==> src/rtl/fpu_req_arbiter_if.sv <==
// Bundle of signals between the FPU arbiter, its requesters, the response
// consumer and the shared FPU. The arbiter takes the master view; the
// environment (requesters, consumer, FPU) takes the slave view.
interface fpu_req_arbiter_if #(
  parameter int NUM_REQ = 2,
  parameter int ID_W    = $clog2(NUM_REQ)
);
  // Requester side
  logic [NUM_REQ-1:0]    req_valid;
  logic [NUM_REQ-1:0]    req_ready;
  logic [32*NUM_REQ-1:0] req_op_a;
  logic [32*NUM_REQ-1:0] req_op_b;
  // Response side
  logic                  resp_valid;
  logic                  resp_ready;
  logic [ID_W-1:0]       resp_id;
  logic [31:0]           resp_data;
  logic [3:0]            resp_status;
  // FPU side
  logic [31:0]           fpu_op_a;
  logic [31:0]           fpu_op_b;
  logic [31:0]           fpu_data_in;
  logic [3:0]            fpu_status_in;

  modport master (
    input  req_valid, req_op_a, req_op_b, resp_ready, fpu_data_in, fpu_status_in,
    output req_ready, resp_valid, resp_id, resp_data, resp_status, fpu_op_a, fpu_op_b
  );

  modport slave (
    output req_valid, req_op_a, req_op_b, resp_ready, fpu_data_in, fpu_status_in,
    input  req_ready, resp_valid, resp_id, resp_data, resp_status, fpu_op_a, fpu_op_b
  );
endinterface

==> src/rtl/fpu_req_arbiter.sv <==
// Round-robin arbiter sharing a single fixed-latency FPU between NUM_REQ
// requesters. Operands of the winner are held on the FPU inputs for
// FPU_LATENCY cycles, the result is captured and returned on a valid/ready
// response port tagged with the winner's index.
module fpu_req_arbiter #(
  parameter int NUM_REQ     = 2,
  parameter int FPU_LATENCY = 8,
  parameter int ID_W        = $clog2(NUM_REQ)
) (
  input  logic                 clock,
  input  logic                 reset,
  fpu_req_arbiter_if.master    bus,
  output logic                 busy
);

  typedef enum logic [1:0] {IDLE, WAIT, RESP} state_t;

  state_t          state_q, state_d;
  logic [ID_W-1:0] rr_ptr_q, rr_ptr_d;
  logic [ID_W-1:0] grant_id_q, grant_id_d;
  logic [7:0]      cnt_q, cnt_d;
  logic [31:0]     op_a_q, op_a_d;
  logic [31:0]     op_b_q, op_b_d;
  logic            resp_valid_q, resp_valid_d;
  logic [ID_W-1:0] resp_id_q, resp_id_d;
  logic [31:0]     resp_data_q, resp_data_d;
  logic [3:0]      resp_status_q, resp_status_d;

  // Request vector rotated so that bit 0 corresponds to rr_ptr.
  logic [2*NUM_REQ-1:0] valid_dbl;
  logic [NUM_REQ-1:0]   valid_rot;
  logic                 grant_found;
  logic [ID_W-1:0]      grant_idx;
  logic [ID_W-1:0]      grant_next;
  logic [NUM_REQ-1:0]   grant_onehot;
  logic [31:0]          sel_op_a;
  logic [31:0]          sel_op_b;

  assign valid_dbl = {bus.req_valid, bus.req_valid} >> rr_ptr_q;
  assign valid_rot = valid_dbl[NUM_REQ-1:0];

  // Find the first valid requester at or above rr_ptr, wrapping at NUM_REQ.
  always_comb begin
    logic [ID_W:0] sum;
    grant_found = 1'b0;
    grant_idx   = '0;
    sum         = '0;
    for (int k = NUM_REQ - 1; k >= 0; k--) begin
      if (valid_rot[k]) begin
        grant_found = 1'b1;
        sum = {1'b0, rr_ptr_q} + (ID_W+1)'(k);
        if (sum >= (ID_W+1)'(NUM_REQ)) begin
          sum = sum - (ID_W+1)'(NUM_REQ);
        end
        grant_idx = sum[ID_W-1:0];
      end
    end
  end

  // Pointer after the current grant, wrapping at NUM_REQ (not 2^ID_W).
  always_comb begin
    logic [ID_W:0] inc;
    inc = {1'b0, grant_idx} + 1'b1;
    if (inc >= (ID_W+1)'(NUM_REQ)) begin
      inc = '0;
    end
    grant_next = inc[ID_W-1:0];
  end

  // One-hot grant and operand selection per requester slot.
  generate
    for (genvar gi = 0; gi < NUM_REQ; gi++) begin : g_onehot
      assign grant_onehot[gi] = grant_found && (grant_idx == ID_W'(gi));
    end
  endgenerate

  // Multiplex the winner's operands onto the capture path.
  always_comb begin
    sel_op_a = '0;
    sel_op_b = '0;
    for (int k = 0; k < NUM_REQ; k++) begin
      if (grant_onehot[k]) begin
        sel_op_a = bus.req_op_a[32*k +: 32];
        sel_op_b = bus.req_op_b[32*k +: 32];
      end
    end
  end

  // Next-state and datapath update for the IDLE/WAIT/RESP sequence.
  always_comb begin
    state_d       = state_q;
    rr_ptr_d      = rr_ptr_q;
    grant_id_d    = grant_id_q;
    cnt_d         = cnt_q;
    op_a_d        = op_a_q;
    op_b_d        = op_b_q;
    resp_valid_d  = resp_valid_q;
    resp_id_d     = resp_id_q;
    resp_data_d   = resp_data_q;
    resp_status_d = resp_status_q;
    unique case (state_q)
      IDLE: begin
        if (grant_found) begin
          op_a_d     = sel_op_a;
          op_b_d     = sel_op_b;
          grant_id_d = grant_idx;
          rr_ptr_d   = grant_next;
          cnt_d      = 8'(FPU_LATENCY - 1);
          state_d    = WAIT;
        end
      end
      WAIT: begin
        if (cnt_q == 8'd0) begin
          resp_data_d   = bus.fpu_data_in;
          resp_status_d = bus.fpu_status_in;
          resp_id_d     = grant_id_q;
          resp_valid_d  = 1'b1;
          state_d       = RESP;
        end else begin
          cnt_d = cnt_q - 8'd1;
        end
      end
      RESP: begin
        if (bus.resp_ready) begin
          resp_valid_d = 1'b0;
          state_d      = IDLE;
        end
      end
      default: state_d = IDLE;
    endcase
  end

  // State register; reset aborts any in-flight operation.
  always_ff @(posedge clock) begin
    if (reset) begin
      state_q       <= IDLE;
      rr_ptr_q      <= '0;
      grant_id_q    <= '0;
      cnt_q         <= '0;
      op_a_q        <= '0;
      op_b_q        <= '0;
      resp_valid_q  <= 1'b0;
      resp_id_q     <= '0;
      resp_data_q   <= '0;
      resp_status_q <= '0;
    end else begin
      state_q       <= state_d;
      rr_ptr_q      <= rr_ptr_d;
      grant_id_q    <= grant_id_d;
      cnt_q         <= cnt_d;
      op_a_q        <= op_a_d;
      op_b_q        <= op_b_d;
      resp_valid_q  <= resp_valid_d;
      resp_id_q     <= resp_id_d;
      resp_data_q   <= resp_data_d;
      resp_status_q <= resp_status_d;
    end
  end

  assign bus.req_ready   = (state_q == IDLE && !reset) ? grant_onehot : '0;
  assign bus.fpu_op_a    = op_a_q;
  assign bus.fpu_op_b    = op_b_q;
  assign bus.resp_valid  = resp_valid_q;
  assign bus.resp_id     = resp_id_q;
  assign bus.resp_data   = resp_data_q;
  assign bus.resp_status = resp_status_q;
  assign busy            = (state_q != IDLE);

endmodule

==> src/flat_wrapper.sv <==
// flat-port wrapper written by rule: the top's interface ports become plain ports
module fpu_req_arbiter_flat 
#(
  parameter int NUM_REQ     = 2,
  parameter int FPU_LATENCY = 8,
  parameter int ID_W        = $clog2(NUM_REQ)
)
  (clock, reset, busy, bus_req_valid, bus_req_op_a, bus_req_op_b, bus_resp_ready, bus_fpu_data_in, bus_fpu_status_in, bus_req_ready, bus_resp_valid, bus_resp_id, bus_resp_data, bus_resp_status, bus_fpu_op_a, bus_fpu_op_b);
  fpu_req_arbiter_if #(.NUM_REQ(NUM_REQ), .ID_W(ID_W)) bus_i ();
  input  logic clock;
  input  logic reset;
  output logic busy;
  input wire logic [$bits(bus_i.req_valid)-1:0] bus_req_valid;
  input wire logic [$bits(bus_i.req_op_a)-1:0] bus_req_op_a;
  input wire logic [$bits(bus_i.req_op_b)-1:0] bus_req_op_b;
  input wire logic [$bits(bus_i.resp_ready)-1:0] bus_resp_ready;
  input wire logic [$bits(bus_i.fpu_data_in)-1:0] bus_fpu_data_in;
  input wire logic [$bits(bus_i.fpu_status_in)-1:0] bus_fpu_status_in;
  output wire logic [$bits(bus_i.req_ready)-1:0] bus_req_ready;
  output wire logic [$bits(bus_i.resp_valid)-1:0] bus_resp_valid;
  output wire logic [$bits(bus_i.resp_id)-1:0] bus_resp_id;
  output wire logic [$bits(bus_i.resp_data)-1:0] bus_resp_data;
  output wire logic [$bits(bus_i.resp_status)-1:0] bus_resp_status;
  output wire logic [$bits(bus_i.fpu_op_a)-1:0] bus_fpu_op_a;
  output wire logic [$bits(bus_i.fpu_op_b)-1:0] bus_fpu_op_b;
  assign bus_i.req_valid = bus_req_valid;
  assign bus_i.req_op_a = bus_req_op_a;
  assign bus_i.req_op_b = bus_req_op_b;
  assign bus_i.resp_ready = bus_resp_ready;
  assign bus_i.fpu_data_in = bus_fpu_data_in;
  assign bus_i.fpu_status_in = bus_fpu_status_in;
  assign bus_req_ready = bus_i.req_ready;
  assign bus_resp_valid = bus_i.resp_valid;
  assign bus_resp_id = bus_i.resp_id;
  assign bus_resp_data = bus_i.resp_data;
  assign bus_resp_status = bus_i.resp_status;
  assign bus_fpu_op_a = bus_i.fpu_op_a;
  assign bus_fpu_op_b = bus_i.fpu_op_b;
  fpu_req_arbiter #(.NUM_REQ(NUM_REQ), .FPU_LATENCY(FPU_LATENCY), .ID_W(ID_W)) u_core (.clock(clock), .reset(reset), .bus(bus_i), .busy(busy));
endmodule
==> config.mk <==
export PLATFORM = sky130hd
export DESIGN_NAME = fpu_req_arbiter_flat
export DESIGN_NICKNAME = d
export VERILOG_FILES = /design/src/rtl/fpu_req_arbiter_if.sv /design/src/rtl/fpu_req_arbiter.sv /design/src/flat_wrapper.sv
export SDC_FILE = /design/constraint.sdc
export NUM_CORES = 1
export LEC_CHECK = 0
export ABC_CLOCK_PERIOD_IN_PS = 5300
export CAP_MARGIN = 20
export CORE_MARGIN = 2
export CORE_UTILIZATION = 25
export CTS_CLUSTER_SIZE = 12
export DETAILED_ROUTE_END_ITERATION = 10
export SLEW_MARGIN = 20
export SYNTH_ARGS = -nofsm -noshare
export SYNTH_HDL_FRONTEND = slang
export SYNTH_SLANG_ARGS = --single-unit
==> constraint.sdc <==
create_clock -name clock -period 5.3 [get_ports clock]
set_clock_uncertainty 0.05 [all_clocks]
set_input_delay 1.06 -clock clock [delete_from_list [all_inputs] [get_ports clock]]
set_output_delay 1.06 -clock clock [all_outputs]
set_load 0.05 [all_outputs]
==> results.py <==
metrics = {
    "clock_network": {
        "clock_sinks": 114,
        "cts_setup_buffers": 0,
        "clk_pin_slew_ns": 0.05,
        "clk_latency_ns": 0.40,
        "cts_tree": "built",
        "clock_path_buffers": 2,
        "h-tree-depth": 4,
        "clockRootBuffer": "clkbuf_16",
        "cts_inserted_buffers": 17,
        "ctsHoldBuffers": 0,
        "cts_resized": 0,
    },
    "worst_hold_path": {
        "min_path_type": "reg -> reg",
    },
    "global_route": {
        "use_met2_pct": 27.0,
        "first_global_vias": 4670,
        "met1_usage_pct": 17.9,
        "gr-usage-all-layers_pct": 16.0,
        "grt_max_degree": 82,
        "antenna_found_initial": 0,
        "grt_overflow_total": 0,
        "grt_busiest_layer": "met2",
        "grtUsageMet3_pct": 6.36,
        "grt_pass1_wl_um": 23400,
    },
    "power_and_ir_drop": {
        "power_density_nw_per_um2": 412,
        "p_sw_w": 0.00116,
        "total_power_w": 0.00327,
        "p_comb_share_pct": 34.9,
        "power_frac_clock_pct": 33.1,
        "peakVddDrop_v": 0.000227,
        "power.share.sequential_pct": 32.0,
        "intPower_w": 0.00212,
        "cellLeakagePower_nw": 2.83,
        "sw_frac_of_total_pct": 35.3,
    },
    "yosys": {
        "synth_nets": 682,
        "syn-instance-count": 511,
        "ys_ff_latch": 114,
        "ys_warn_count": 0,
        "syn-mean-instance-area_um2": 8.72,
        "synth_area_um2": 4460,
        "synth.distinct_cells": 36,
        "yosysSeqAreaShare_pct": 51.2,
    },
    "floorplanning": {
        "core.rowCount": 48,
        "die_h_um": 138,
        "floorplan.initialDensity_pct": 25.7,
        "ioPinCount": 274,
        "dieArea_um2": 18900,
        "core_area_um2": 17400,
        "die_w_um": 138,
    },
    "final_layout": {
        "layout.nets": 937,
        "antenna_cells": 0,
        "syn_to_final_growth_pct": 78.2,
        "fillers": 1613,
        "drive_gt1_share_pct": 6.16,
    },
    "sta": {
        "tightest_slew_ns": 1.04,
        "period_minus_slack_ns": 4.24,
        "setup_viol": 0,
        "fmax_mhz": 236,
        "slew_violations": 0,
        "setup_tns_ns": 0,
        "slew-limit-headroom_pct": 30.5,
        "fin_crit_sh_pct": 80.0,
        "rsz0062_at_grt": "no",
        "timing_hold_violations_final": 0,
        "hold_ws_ns": 0.401,
    },
    "placed_design": {
        "dp_hpwl_um": 11200,
        "port_buffers": 273,
        "gp_congestion": 0.747,
    },
    "route": {
        "routedWlPerCell_um": 15.3,
        "dr.pass1.iters": 5,
        "wirelength_um": 15400,
        "first_iter_violations": 237,
        "drt.antenna.violating_nets": 0,
        "viasPerCell": 4.79,
        "num_vias": 4814,
        "drc": 0,
    },
    "critical_path": {
        "path_max_fanout": 6,
        "rrSetupSlack_ns": 2.91,
        "worstSetupPathType": "in -> out",
        "cp-start-kind": "primary input",
        "cp.required_ns": 4.19,
        "end_kind": "output pin",
        "worstPathArrival_ns": 3.13,
    },
    "job": {
        "maxCapViolations": 0,
    },
    "status": {
        "status": "finished, final reports clean",
    },
}
-- layout by cell type (no fill, tap or decap), types with 3 or more instances in the layout --
master / synthesis / routed
clkdlybuf4s50_1: 0 / 271
clkinvlp_4: 0 / 3
nand2_1: 75 / 75
dfxtp_1: 114 / 114
a221oi_1: 40 / 40
a211oi_1: 4 / 4
clkbuf_16: 0 / 17
buf_4: 0 / 9
nor4_1: 4 / 4
a222oi_1: 24 / 24
or3_1: 3 / 3
clkbuf_1: 29 / 3
nor2_1: 76 / 75
xnor2_1: 4 / 4
clkinv_2: 0 / 6
nor2b_1: 3 / 3
nor3_1: 44 / 44
inv_1: 6 / 6
a21oi_1: 43 / 42
nand3_1: 3 / 3
-- cell usage after synthesis --
cell type	n	area share [%]
a222oi_1	24	5.4
ha_1	2	0.56
nand3b_1	1	0.17
a211oi_1	4	0.67
a2111oi_0	2	0.39
a221oi_1	40	7.9
buf_1	1	0.084
nor2_1	76	6.4
nor4_1	4	0.56
nor4_2	1	0.28
clkbuf_1	29	2.4
a311oi_1	2	0.39
nor2b_1	3	0.42
inv_1	6	0.51
a211oi_2	1	0.28
xnor2_1	4	0.79
nor4bb_1	1	0.22
or4_4	1	0.25
buf_2	12	1.3
nand2b_1	2	0.28
or3_1	3	0.42
a21oi_1	43	4.8
nand2_1	75	6.3
a21o_1	1	0.17
a2bb2oi_1	1	0.20
dfxtp_1	114	51
o21ai_0	2	0.22
buf_6	3	0.76
a21boi_1	1	0.17
or3b_1	1	0.20
nor3_1	44	4.9
a311o_1	1	0.22
and2_1	1	0.14
nor3b_4	1	0.42
or2_2	1	0.14
nand3_1	3	0.34
-- registers in the layout, indices dropped and copies added (netlist names) --
register                cells
u_core.grant_id_q           1
u_core.bus.fpu_op_a        32
u_core.bus.fpu_op_b        32
u_core.state_q              2
u_core.bus.resp_id          1
u_core.bus.resp_status      4
u_core.bus.resp_valid       1
u_core.bus.resp_data       32
u_core.rr_ptr_q             1
u_core.cnt_q                8
-- cells by family after synthesis --
family          count (synthesis)  synth area share [%]
compound gates                122                  20.8
simple gates                  218                  21.5
fa+ha+maj                       2                 0.561
flops                         114                  51.2
buf+inv                        51                  5.14
xor+xnor                        4                 0.786
-- routing by layer --
metal  vias up  part of all wire [%]
met3        22                   8.8
met1      2209                    39
met5         -                     0
met4         0                   2.3
met2       205                    49
li1       2378                     -
-- layout make-up --
cell class	count	area [um^2]	area share, %
well taps	225	282	3.54
repair buffers	281	2800	35.2
flip-flops and latches	114	2280	28.7
clock buffers	21	450	5.67
inverters	6	22.5	0.284
clock inverters	11	113	1.42
multi-input cells	346	1990	25.1
-- final timing paths --
check	start	end	cells past startpoint
worst min register to register	u_core.bus.resp_data[15]$_SDFFE_PP0P_	u_core.bus.resp_data[15]$_SDFFE_PP0P_	2
worst max-delay path	bus_req_valid[1]	bus_req_ready[1]	5
worst min-delay path	u_core.bus.resp_data[15]$_SDFFE_PP0P_	u_core.bus.resp_data[15]$_SDFFE_PP0P_	2
worst max register to register	u_core.cnt_q[0]$_SDFFE_PP0P_	u_core.bus.resp_data[16]$_SDFFE_PP0P_	8
-- worst max-delay path, cell delays in order --
cell and delay [ns]:
clkdlybuf4s50_1 0.67, inv_1 0.18, a211oi_4 0.20, nor2b_1 0.16
clkdlybuf4s50_1 0.85
-- per-stage QoR --
step                setup slack, ns  instances  utilization (%)  cell area (um^2)
floorplan                      1.61        511                -              4460
CTS                            1.03       1004             45.8              7940
global route                  0.964       1004             45.8              7940
global placement               1.04        972             42.5              7380
finish                         1.06       1004             45.8              7940
detailed placement             1.03        972             42.5              7380
-- power by group through the flow --
stage	Combinational, W	Clock, W	Sequential [W]
after detailed placement	0.00115	0	0.00106
after floorplan	0.000381	0	0.00140
after global routing	0.00122	0.00115	0.00106
after CTS	0.00115	0.00112	0.00105
final	0.00114	0.00108	0.00105
after global placement	0.00114	0	0.00106
(Power assumes the default switching activity.)
